File: config.mk
export PLATFORM = sky130hd
export DESIGN_NAME = multicycle_ctrl
export DESIGN_NICKNAME = d
export VERILOG_FILES = /design/src/rtl/multicycle_ctrl.sv
export SDC_FILE = /design/constraint.sdc
export NUM_CORES = 1
export LEC_CHECK = 0
export ABC_AREA = 0
export BUFFER_PORTS_ARGS = -buffer_cell sky130_fd_sc_hd__buf_2
export CAP_MARGIN = 15
export CORE_AREA = 3 3 40 42
export CTS_CLUSTER_DIAMETER = 100
export DETAILED_ROUTE_END_ITERATION = 7
export DIE_AREA = 0 0 43 45
export PLACE_DENSITY = 0.67
export SLEW_MARGIN = 15
export SYNTH_ARGS = -nofsm -noshare
export SYNTH_HDL_FRONTEND = slang
export SYNTH_SLANG_ARGS = --single-unit
export TNS_END_PERCENT = 50
File: constraint.sdc
create_clock -name clk -period 1.9 [get_ports clk]
set_clock_uncertainty 0.2 [all_clocks]
set_input_delay 0.095 -clock clk [delete_from_list [all_inputs] [get_ports clk]]
set_output_delay 0.095 -clock clk [all_outputs]
set_load 0.03 [all_outputs]
File: src/rtl/multicycle_ctrl.sv
// multicycle_ctrl: main control FSM of the multi-cycle RV32I datapath.
// Sequences each instruction through fetch/decode/execute/memory/writeback,
// drives every datapath select and strobe, and runs the request/ready
// handshake to the shared instruction/data memory. Unsupported opcodes
// park the FSM in a sticky ILLEGAL state that only reset can leave.
module multicycle_ctrl (
   input  logic       clk,
   input  logic       rst_n,
   input  logic [6:0] opcode,
   input  logic       mem_ready,
   output logic       mem_req,
   output logic       mem_write,
   output logic       adr_src,
   output logic       ir_write,
   output logic       pc_write,
   output logic       reg_write,
   output logic [1:0] imm_src,
   output logic [1:0] alu_src_a,
   output logic [1:0] alu_src_b,
   output logic [1:0] alu_op,
   output logic [1:0] result_src,
   output logic       retire,
   output logic       illegal_instr,
   output logic [3:0] state
);

   typedef enum logic [3:0] {
      S_FETCH    = 4'd0,
      S_DECODE   = 4'd1,
      S_MEMADR   = 4'd2,
      S_MEMREAD  = 4'd3,
      S_MEMWB    = 4'd4,
      S_MEMWRITE = 4'd5,
      S_EXECR    = 4'd6,
      S_EXECI    = 4'd7,
      S_ALUWB    = 4'd8,
      S_ILLEGAL  = 4'd9
   } state_t;

   localparam logic [6:0] OP_LOAD  = 7'b0000011;
   localparam logic [6:0] OP_STORE = 7'b0100011;
   localparam logic [6:0] OP_RTYPE = 7'b0110011;
   localparam logic [6:0] OP_ITYPE = 7'b0010011;

   // Datapath select encodings
   localparam logic [1:0] IMM_I     = 2'b00;
   localparam logic [1:0] IMM_S     = 2'b01;
   localparam logic [1:0] SRCA_PC   = 2'b00;
   localparam logic [1:0] SRCA_RS1  = 2'b10;
   localparam logic [1:0] SRCB_RS2  = 2'b00;
   localparam logic [1:0] SRCB_IMM  = 2'b01;
   localparam logic [1:0] SRCB_FOUR = 2'b10;
   localparam logic [1:0] ALU_ADD   = 2'b00;
   localparam logic [1:0] ALU_FUNCT = 2'b10;
   localparam logic [1:0] RES_ALU   = 2'b00;
   localparam logic [1:0] RES_MEM   = 2'b01;

   state_t     r_state;
   state_t     w_next_state;

   logic       w_mem_req;
   logic       w_mem_write;
   logic       w_adr_src;
   logic       w_ir_write;
   logic       w_pc_write;
   logic       w_reg_write;
   logic [1:0] w_imm_src;
   logic [1:0] w_alu_src_a;
   logic [1:0] w_alu_src_b;
   logic [1:0] w_alu_op;
   logic [1:0] w_result_src;
   logic       w_retire;
   logic       w_illegal;

   // State register; reset lands in FETCH immediately
   always_ff @(posedge clk or negedge rst_n) begin
      if (!rst_n) begin
         r_state <= S_FETCH;
      end else begin
         r_state <= w_next_state;
      end
   end

   // Next-state and output decode (Mealy where strobes follow mem_ready)
   always_comb begin
      w_next_state = r_state;
      w_mem_req    = 1'b0;
      w_mem_write  = 1'b0;
      w_adr_src    = 1'b0;
      w_ir_write   = 1'b0;
      w_pc_write   = 1'b0;
      w_reg_write  = 1'b0;
      w_imm_src    = IMM_I;
      w_alu_src_a  = SRCA_PC;
      w_alu_src_b  = SRCB_RS2;
      w_alu_op     = ALU_ADD;
      w_result_src = RES_ALU;
      w_retire     = 1'b0;
      w_illegal    = 1'b0;

      case (r_state)
         S_FETCH: begin
            // Fetch from PC while the ALU computes PC+4; IR and PC load
            // on the cycle the memory completes the access.
            w_mem_req   = 1'b1;
            w_adr_src   = 1'b0;
            w_alu_src_a = SRCA_PC;
            w_alu_src_b = SRCB_FOUR;
            w_alu_op    = ALU_ADD;
            w_ir_write  = mem_ready;
            w_pc_write  = mem_ready;
            if (mem_ready) begin
               w_next_state = S_DECODE;
            end
         end
         S_DECODE: begin
            if ((opcode == OP_LOAD) || (opcode == OP_STORE)) begin
               w_next_state = S_MEMADR;
            end else if (opcode == OP_RTYPE) begin
               w_next_state = S_EXECR;
            end else if (opcode == OP_ITYPE) begin
               w_next_state = S_EXECI;
            end else begin
               w_next_state = S_ILLEGAL;
            end
         end
         S_MEMADR: begin
            // Effective address = rs1 + immediate; immediate format
            // depends on load vs store.
            w_alu_src_a = SRCA_RS1;
            w_alu_src_b = SRCB_IMM;
            w_alu_op    = ALU_ADD;
            if (opcode == OP_STORE) begin
               w_imm_src    = IMM_S;
               w_next_state = S_MEMWRITE;
            end else begin
               w_imm_src    = IMM_I;
               w_next_state = S_MEMREAD;
            end
         end
         S_MEMREAD: begin
            w_mem_req = 1'b1;
            w_adr_src = 1'b1;
            if (mem_ready) begin
               w_next_state = S_MEMWB;
            end
         end
         S_MEMWB: begin
            w_result_src = RES_MEM;
            w_reg_write  = 1'b1;
            w_retire     = 1'b1;
            w_next_state = S_FETCH;
         end
         S_MEMWRITE: begin
            // Store retires on the cycle the write is accepted
            w_mem_req   = 1'b1;
            w_mem_write = 1'b1;
            w_adr_src   = 1'b1;
            w_retire    = mem_ready;
            if (mem_ready) begin
               w_next_state = S_FETCH;
            end
         end
         S_EXECR: begin
            w_alu_src_a  = SRCA_RS1;
            w_alu_src_b  = SRCB_RS2;
            w_alu_op     = ALU_FUNCT;
            w_next_state = S_ALUWB;
         end
         S_EXECI: begin
            w_alu_src_a  = SRCA_RS1;
            w_alu_src_b  = SRCB_IMM;
            w_imm_src    = IMM_I;
            w_alu_op     = ALU_FUNCT;
            w_next_state = S_ALUWB;
         end
         S_ALUWB: begin
            w_result_src = RES_ALU;
            w_reg_write  = 1'b1;
            w_retire     = 1'b1;
            w_next_state = S_FETCH;
         end
         S_ILLEGAL: begin
            // Trap is sticky; only reset leaves this state
            w_illegal    = 1'b1;
            w_next_state = S_ILLEGAL;
         end
         default: begin
            // Codes 10..15 are unreachable; recover to FETCH
            w_next_state = S_FETCH;
         end
      endcase

      // While reset is held the state is already FETCH, but the memory
      // request and the IR/PC load strobes must not escape.
      if (!rst_n) begin
         w_mem_req  = 1'b0;
         w_ir_write = 1'b0;
         w_pc_write = 1'b0;
      end
   end

   assign mem_req       = w_mem_req;
   assign mem_write     = w_mem_write;
   assign adr_src       = w_adr_src;
   assign ir_write      = w_ir_write;
   assign pc_write      = w_pc_write;
   assign reg_write     = w_reg_write;
   assign imm_src       = w_imm_src;
   assign alu_src_a     = w_alu_src_a;
   assign alu_src_b     = w_alu_src_b;
   assign alu_op        = w_alu_op;
   assign result_src    = w_result_src;
   assign retire        = w_retire;
   assign illegal_instr = w_illegal;
   assign state         = r_state;

endmodule

======== Yosys cells after proc, flatten, opt, wreduce, memory -nomap -nowiden ========
Cells that the tools add are included.
word-level totals
  register bits ........................... 4
  logic and storage cells ................. 49
  input port bits ......................... 10
cells by class
  equal/unequal tests ..................... 16
  muxes and demuxes ....................... 23
  reduce and logical (&&, ||, !) cells .... 9
operator list
  kind                number
  $pmux 4 s7          1
  $mux 4              6
  $eq 4x3->1 const B  4
  $eq 7x6->1 const B  2
  $mux 1              11
  $eq 4x2->1 const B  2
  $eq 4x4->1 const B  2
  $reduce_or 2->1     4
  $eq 7x2->1 const B  1
  $eq 7x5->1 const B  1
  $ne 2x2->1 const B  3
  $reduce_or 3->1     2
  $eq 4x1->1 const B  1
  $logic_not 4->1     1
  $mux 2              2
  $pmux 2 s2          1
  $mux 3              1
  $reduce_and 3->1    1
  $pmux 1 s2          1
  $logic_or 1x1->1    1

======== Longest topological paths before layout ========
Gate-level depths: netlist (run 1).
  depth in word-level cells ............... 5
  mapped depth ............................ 5

======== Worst setup path before layout (run 1) ========
No wires, ideal clock.
  path kind ............................... register to output
  from .................................... register r_state[2], in the netlist state[2]
  to ...................................... output port pc_write
  required time ........................... 1,605 ps
  stages on the path, launching flop included .. 5
  arrival time ............................ 2,429 ps
  path slack .............................. -824 ps
  path through ............................ dfrtp_1 -> buf_2 -> nor4_1 -> and3_1 -> buf_4
on the way
  longest elaborated chain between the ends .. 3
ends and longest elaborated chain
  element                 RTL line  RTL
  from (decl)             58        state_t r_state;
  from (signal assigned)  80        r_state <= w_next_state;
  $logic_not 4->1         --
  $mux 1 (2 in a row)     --
  to (decl)               15        output logic pc_write,
No other way between the ends.

======== Final worst setup path (run 1) ========
  from .................................... register r_state[1], in the netlist state[1]
  to ...................................... output port ir_write
on the way
  longest elaborated chain between the ends .. 3
ends and longest elaborated chain
  element          RTL line  RTL
  $logic_not 4->1  101       case (r_state)
  $mux 1           101
  $mux 1           196       if (!rst_n) begin
  to (decl)        14        output logic ir_write,
No other way between the ends.

==> results of run 1 <==
Yosys cell counts (2+ instances only):
| master | instances |
|---|---|
| buf_2 | 2 |
| nor4_1 | 3 |
| nor3_1 | 5 |
| clkbuf_1 | 3 |
| a21oi_1 | 4 |
| nor2b_1 | 3 |
| nand2_1 | 3 |
| dfrtp_1 | 4 |
| nand2b_1 | 3 |
| inv_1 | 2 |
| buf_4 | 5 |
| xor2_1 | 2 |
| and2_1 | 2 |
| o21ai_0 | 2 |
| nor2_1 | 3 |
| and3_1 | 3 |
kinds of logic (layout without fill, tap and decap cells):
group | Yosys count | count (layout) | synth area share [%]
xor gates and xnor gates | 3 | 3 | 5.834
other | 1 | 4 | 0.8325
buffers and inverters | 12 | 41 | 14.72
and+or+nand+nor | 30 | 30 | 39.72
DFF | 4 | 4 | 22.22
AOI/OAI and AO/OA | 12 | 12 | 16.67
metal layers:
metal,wire length [um],track usage [%]
met3,124,3.984
met1,529,16.02
met4,17,9.036
met2,672,22.16
met5,0,0
worst min-delay path, cell delays in order:
cell     delay, ps
buf_2          110
nor4b_1         50
nor3_1         150
stage by stage:
step / hold WS, ps / cell area (um2) / utilization [%] / total power, W
2_1_floorplan: -400.6 / 495.5 / - / 0.0004388
3_3_place_gp: -278.9 / 628.1 / 48.88 / 0.0005592
3_5_place_dp: -281.5 / 628.1 / 48.88 / 0.0005634
4_1_cts: 31.78 / 680.7 / 52.97 / 0.0006799
5_1_grt: 32.07 / 701.9 / 54.63 / 0.0007243
6_report: 27.72 / 701.9 / 54.63 / 0.0006800
worst paths after layout:
kind | start | endpoint | slack (ps) | depth (start not counted)
hold / removal | opcode[4] | state[1] | 30 | 3
min in group asynchronous | rst_n | state[2] | 560 | 3
setup / recovery | state[1] | ir_write | 50 | 4
setup reg to reg | state[0] | state[2] | 320 | 3
max in group asynchronous | rst_n | state[1] | 790 | 3
hold reg to reg | state[3] | state[2] | 430 | 1
what timing repair did:
item,CTS,global route
hold buffers,3,0
gates resized for setup,0,7
setup endpoints to repair,0,6
setup buffers,0,1
endpoints found under the hold margin,4,0
report_power, final:
| group | internal [W] | total [W] | switching [W] |
|---|---|---|---|
| clock network | 0.0000707 | 0.000107 | 0.0000362 |
| registers | 0.000104 | 0.000136 | 0.0000324 |
| logic | 0.000163 | 0.000437 | 0.000275 |
| total | 0.000337 | 0.000680 | 0.000343 |
layout make-up:
class | instances | area [um2]
sequential | 4 | 101.3
tap | 15 | 18.77
inverter | 2 | 7.507
clock buffer | 3 | 22.52
fill | 128 | 583.1
timing repair buffer | 36 | 220.2
multi-input combinational | 49 | 331.6
==> impl_metrics.toml, run 1 <==
[run_status]
outcome = "finished, final reports clean"

[final_layout]
area_growth_pct = 55.83
antennaDiodeCount = 0
layout_common_cells = "buf_2 (23), buf_4 (8), clkbuf_4 (5)"
instances_no_fill = 109
largest_reg_flops = 4
drive_above_1_share_pct = 46.81
final_nets = 106
layout_commonest_cell = "buf_2"

[yosys]
yosys_register_bits = 4
yosysTopAreaCellShare_pct = 22.22
synth_cells = 62
synthTopCellsByArea = "dfrtp_1 (22%), buf_4 (8.3%), nor3_1 (5.6%)"
synth_top_area_cell = "dfrtp_1"
synth_ff_type = "dfrtp_1"
yosysUniqueCellTypes = 29
ys_warn_count = 0
synth.avg_cell_area_um2 = 7.265
async_flop_share_pct = 100.0
synth-seq-area-share_pct = 22.22
synthesis.area_um2 = 450.4
synth-edff-count = 0

[global_routing]
grt_max_degree = 16
track_usage_pct = 13.77
grt_pass1_vias = 462
antenna_found_initial = 0
grt_pass1_wl_um = 1952
overflow = 0

[pwr]
powerDensity_mw_per_mm2 = 968.7
leakage_nw = 0.3491
ir_drop_v = 0.0007368

[floorplanning]
dieHeight_um = 45
core_mm2 = 0.001285
start_util_pct = 35.05
die_w_um = 43
die-area_mm2 = 0.001935
ioPinCount = 32
fp-row-count = 13

[critical_path]
critical_path_class = "flip-flop to output port"
critPathArrivalTime_ps = 1560
critPathTopFamily = "simple AND/OR/NAND/NOR gates"
cpMaxStageDelayCell = "dfrtp_2"
cp_slowest_stage_delay_ps = 450
cp_cell_sequence = "buf_4, nor4_4, and3_2, clkbuf_4"
cp_max_fo = 9
crit_buf_inv = 2
startpoint_type = "flip-flop"
crit_path_end_kind = "output port"
critPathRequiredTime_ps = 1600

[clocking]
cts.sinks = 4
clk_pin_slew_ps = 40
cts_tree = "built"
clk_latency_ps = 240
numCtsBuffers = 3
htreeDepth = 1
ctsLongestPathBuffers = 2
root_buffer = "clkbuf_4"

[route]
drt-vias-per-instance = 5.101
wl_per_cell_um = 12.33
ant_nets = 0
vias = 556
initialDrtViolationCount = 11
wirelength_um = 1344
remaining_drc_errors = 0
drt_first_pass_iters = 4

[sta]
rsz0062_at_grt = "true"
finalHoldViolCount = 0
worst_slack_ps = 48.46
fin_crit_ps = 1852
fmax_mhz = 540.1
setup_tns_ps = 0
slew_violations = 0
min_period_over_period_pct = 97.45
setup_viol = 0

[place]
place_ws_ps = 291.7
dp_hpwl_um = 962.4
port_buffers = 27
gp_congestion = 0.8462
place_inst = 102

[run]
drv_cap = 0

[hold_path]
hold_class = "input port to flip-flop"
No activity file was read; power rests on OpenSTA's default activity.
==> run 2, diff against run 1 <==
Settings changed: PLACE_DENSITY 0.67 to 0.78.
==> impl_metrics.toml, run 2 (same netlist as run 1, synthesis figures left out) <==
[route]
vias = 537
wl_per_cell_um = 11.69
remaining_drc_errors = 0
initialDrtViolationCount = 9
wirelength_um = 1262
ant_nets = 0
drt-vias-per-instance = 4.972
drt_first_pass_iters = 4

[global_routing]
overflow = 0
grt_max_degree = 16
grt_pass1_vias = 477
track_usage_pct = 13.94
grt_pass1_wl_um = 2063
antenna_found_initial = 0

[floorplanning]
fp-row-count = 13
ioPinCount = 32
die-area_mm2 = 0.001935
core_mm2 = 0.001285
dieHeight_um = 45
die_w_um = 43
start_util_pct = 35.05

[sta]
fmax_mhz = 544.3
setup_viol = 0
worst_slack_ps = 62.92
min_period_over_period_pct = 96.69
fin_crit_ps = 1837
setup_tns_ps = 0
slew_violations = 0
rsz0062_at_grt = "true"
finalHoldViolCount = 0

[final_layout]
largest_reg_flops = 4
layout_commonest_cell = "buf_2"
drive_above_1_share_pct = 47.31
final_nets = 105
final_area_um2 = 680.7
layout_common_cells = "buf_2 (26), buf_4 (8), a21oi_1 (4), nor3_1 (4), conb_1 (4)"
antennaDiodeCount = 0
area_growth_pct = 51.11

[clocking]
clk_latency_ps = 230
htreeDepth = 1
clk_pin_slew_ps = 40
cts_setup_buffers = 0
ctsLongestPathBuffers = 2
numCtsBuffers = 3
cts_tree = "built"
cts.sinks = 4
root_buffer = "clkbuf_4"

[critical_path]
startpoint_type = "flip-flop"
crit_buf_inv = 1
critical_path_class = "flip-flop to output port"
critPathArrivalTime_ps = 1540
critPathTopFamily = "simple AND/OR/NAND/NOR gates"
cp_slowest_stage_delay_ps = 540
r2r-end = "state[2]"
crit_path_end_kind = "output port"
rr_worst_depth = 3
cp_cell_sequence = "or4bb_1, nor4_2, buf_2"
reg2reg_slack_ps = 270
critPathRequiredTime_ps = 1600
reg2reg_from = "state[0]"
cpMaxStageDelayCell = "or4bb_1"
cp_max_fo = 4

[pwr]
powerDensity_mw_per_mm2 = 985.8
leakage_nw = 0.3450
switching_share_pct = 50.37
power_frac_seq_pct = 23.2
ir_drop_v = 0.0006717
pwr-share-clk_pct = 15.4
p_int_w = 0.0003330
switchingPower_w = 0.0003380
comb_power_share_pct = 61.4

[run]
drv_cap = 0

[hold_path]
hold_class = "input port to asynchronous set/reset pin"

[place]
place_ws_ps = 287.9
placed_area_um2 = 643.1
dp_hpwl_um = 1021
gp_congestion = 0.8749
port_buffers = 27

[run_status]
outcome = "finished, final reports clean"
## run 2: final cells by class
cell class / count / area (um2)
sequential: 4 / 102.6
tap: 15 / 18.77
inverter: 2 / 7.507
clock buffer: 3 / 22.52
multi-input combinational: 49 / 329.1
fill: 120 / 604.3
timing repair buffer: 35 / 200.2
## run 2: timing repair
| action | CTS | global route |
|---|---|---|
| hold endpoints to repair | 4 | 0 |
| gates resized for setup | 0 | 3 |
| hold buffers | 1 | 0 |
| setup endpoints to repair | 0 | 3 |
## run 2: worst reg2reg max path: cells and delay by family (launching register included)
kind | cells | cell delay, ps
flip-flops | 1 | 390
AO/OA/AOI/OAI | 2 | 410
AND/OR/NAND/NOR | 1 | 550
## run 2: power groups by stage
stage                     combinational, W  clock [W]  sequential [W]
after floorplan                   0.000265          0        0.000173
after global placement            0.000405          0        0.000152
after detailed placement          0.000410          0        0.000155
after CTS                         0.000412   0.000110        0.000153
after global routing              0.000444   0.000112        0.000162
final                             0.000412   0.000103        0.000156
## run 2: per-layer routing
metal  track usage [%]  up-vias  part of all wire [%]
met5                 0        -                     0
met4             8.434        0                     0
met3             1.992        0                   8.2
met2             23.95       24                    52
met1             16.50      239                    40
li1                  -      274                     -
## run 2: worst max path at each step
stage | from | to | slack (ps) | cells past startpoint
floorplan | state[2] | mem_req | -200 | 4
global placement | opcode[3] | imm_src[0] | 300 | 4
detailed placement | state[0] | state[2] | 290 | 3
CTS | state[2] | mem_req | 20 | 5
global route | state[0] | imm_src[0] | -8 | 3
finish | state[0] | imm_src[0] | 60 | 3
## run 2: per-stage QoR
| step | hold WS [ps] | util (%) | std cells | power, W |
|---|---|---|---|---|
| global route | 44.13 | 52.97 | 108 | 0.0007181 |
| global placement | -282.1 | 50.05 | 104 | 0.0005568 |
| detailed placement | -280.6 | 50.05 | 104 | 0.0005643 |
| floorplan | -400.6 | - | 65 | 0.0004388 |
| finish | 32.36 | 52.97 | 108 | 0.0006710 |
| CTS | 20.77 | 52.58 | 108 | 0.0006763 |
==> run 3, diff against run 2 <==
Settings changed: ABC_AREA 0 to 1, PLACE_DENSITY 0.78 to 0.8.
==> impl_metrics.toml, run 3 <==
[run_status]
outcome = "finished, final reports clean"

[final_layout]
largest_reg_flops = 4
layout_commonest_cell = "buf_2"
instances_no_fill = 127
drive_above_1_share_pct = 37.50
final.fill_count = 144
layout_common_cells = "buf_2 (27), nand2_1 (24), inv_1 (14)"
utilization_pct = 50.15
area_growth_pct = 38.07
antennaDiodeCount = 0
final_nets = 124

[pwr]
p_int_w = 0.0003349
comb_power_share_pct = 67.4
pwr-share-clk_pct = 13.2
switching_share_pct = 58.20
leakage_nw = 0.4285
powerDensity_mw_per_mm2 = 1244
ir_drop_v = 0.0005821
p_total_w = 0.0008013
switchingPower_w = 0.0004664
power_frac_seq_pct = 19.4

[critical_path]
startpoint_type = "flip-flop"
critPathRequiredTime_ps = 1600
crit_path_end_kind = "output port"
reg2reg_from = "state[2]"
critPathArrivalTime_ps = 1500
rr_worst_depth = 8
reg2reg_slack_ps = 410
critical_path_class = "flip-flop to output port"
cp_max_fo = 5
r2r-end = "state[0]"

[yosys]
synth.most_common_cell = "nand2_1"
synth_ff_type = "dfrtp_1"
synth.avg_cell_area_um2 = 5.691
yosysUniqueCellTypes = 17
synthTopCellsByArea = "dfrtp_1 (21%), nand2_1 (19%), inv_1 (11%)"
synth_cells = 82
synth_common_cells = "nand2_1 (24), inv_1 (14), nor2_1 (11), buf_4 (5)"
synthesis.area_um2 = 466.7
ys_warn_count = 0
yosys_register_bits = 4
yosysTopAreaCellShare_pct = 21.45
async_flop_share_pct = 100.0
synth-seq-area-share_pct = 21.45
synth_top_area_cell = "dfrtp_1"
synth-edff-count = 0

[sta]
min_period_over_period_pct = 94.61
fmax_mhz = 556.3
finalHoldViolCount = 0
fin_hold_ws_ps = 42.89
setup_viol = 0
slew_violations = 0
fin_crit_ps = 1798

[route]
wl_per_cell_um = 10.14
remaining_drc_errors = 0
drt-vias-per-instance = 4.559
vias = 579
ant_nets = 0
drt_first_pass_iters = 4
initialDrtViolationCount = 11
wirelength_um = 1288

[hold_path]
hold_class = "input port to asynchronous set/reset pin"

[floorplanning]
die_w_um = 43
dieHeight_um = 45
die-area_mm2 = 0.001935
core_mm2 = 0.001285
start_util_pct = 36.32
ioPinCount = 32
fp-row-count = 13

[global_routing]
track_usage_pct = 14.12
grt_pass1_wl_um = 2070
overflow = 0
grt_max_degree = 7
antenna_found_initial = 0
grt_pass1_vias = 491

[run]
drv_cap = 0

[clocking]
cts_tree = "built"
clk_pin_slew_ps = 40
ctsLongestPathBuffers = 2
root_buffer = "clkbuf_4"
cts.sinks = 4
cts_setup_buffers = 0
htreeDepth = 1
clk_latency_ps = 240
numCtsBuffers = 3

[place]
port_buffers = 27
gp_congestion = 0.8170
place_inst = 122
dp_hpwl_um = 1001
==> run 3: layout make-up <==
type / count / area, um2 / share of cell area, %
clock buffers: 3 / 22.52 / 3.495
multi-input cells: 58 / 280.3 / 43.50
repair buffers: 29 / 155.1 / 24.08
well taps: 15 / 18.77 / 2.913
flip-flops and latches: 4 / 100.1 / 15.53
inverters: 18 / 67.56 / 10.49
==> run 3: worst max path at each step <==
stage	startpoint	to	slack [ps]	depth (start not counted)
5_1_grt	state[2]	mem_req	-4	8
3_5_place_dp	state[0]	imm_src[0]	390	6
3_3_place_gp	state[0]	imm_src[0]	410	6
6_report	state[2]	mem_req	100	8
2_1_floorplan	state[2]	alu_src_a[1]	-30	4
4_1_cts	state[0]	imm_src[0]	130	6
==> run 3: timing repair <==
action	in CTS	in global routing
hold endpoints to repair	6	0
setup endpoints to repair	0	1
gates resized for setup	0	1
hold buffers	2	0
==> run 3: worst max-delay path, stage by stage (launching register included) <==
cell     delay [ps]
dfrtp_1         370
inv_1           110
nand2_1         120
inv_1           120
nand3_2         130
nand3_1         130
nand2_1          50
inv_1            40
buf_2           190
==> run 3: cells by family after synthesis <==
kind of cell | after synthesis | share of synthesized area, %
compound gates | 8 | 10.99
buf+inv | 23 | 22.52
flops | 4 | 21.45
other cells | 1 | 0.8035
simple gates | 46 | 44.24
==> run 3: stage by stage <==
stage	setup WS [ps]	TNS [ps]	instance area [um2]
after global routing	-4.304	-4.304	644.4
final	102.4	0	644.4
after global placement	413.6	0	599.3
after CTS	125.8	0	641.9
after detailed placement	391.4	0	599.3
after floorplan	-25.71	-25.71	483.0
==> run 3: per-layer routing <==
metal | vias to the layer above | track usage (%) | wire [um]
li1 | 300 | - | -
met1 | 255 | 16.06 | 506
met2 | 22 | 24.55 | 666
met3 | 2 | 5.976 | 91
met4 | 0 | 3.614 | 23
met5 | - | 0 | 0
==> run 3: power groups by stage <==
stage	logic (W)	registers (W)	clock network, W
after floorplan	0.000369	0.000195	0
final	0.000540	0.000155	0.000106
after global placement	0.000531	0.000150	0
after global routing	0.000593	0.000160	0.000117
after detailed placement	0.000535	0.000153	0
after CTS	0.000541	0.000152	0.000111
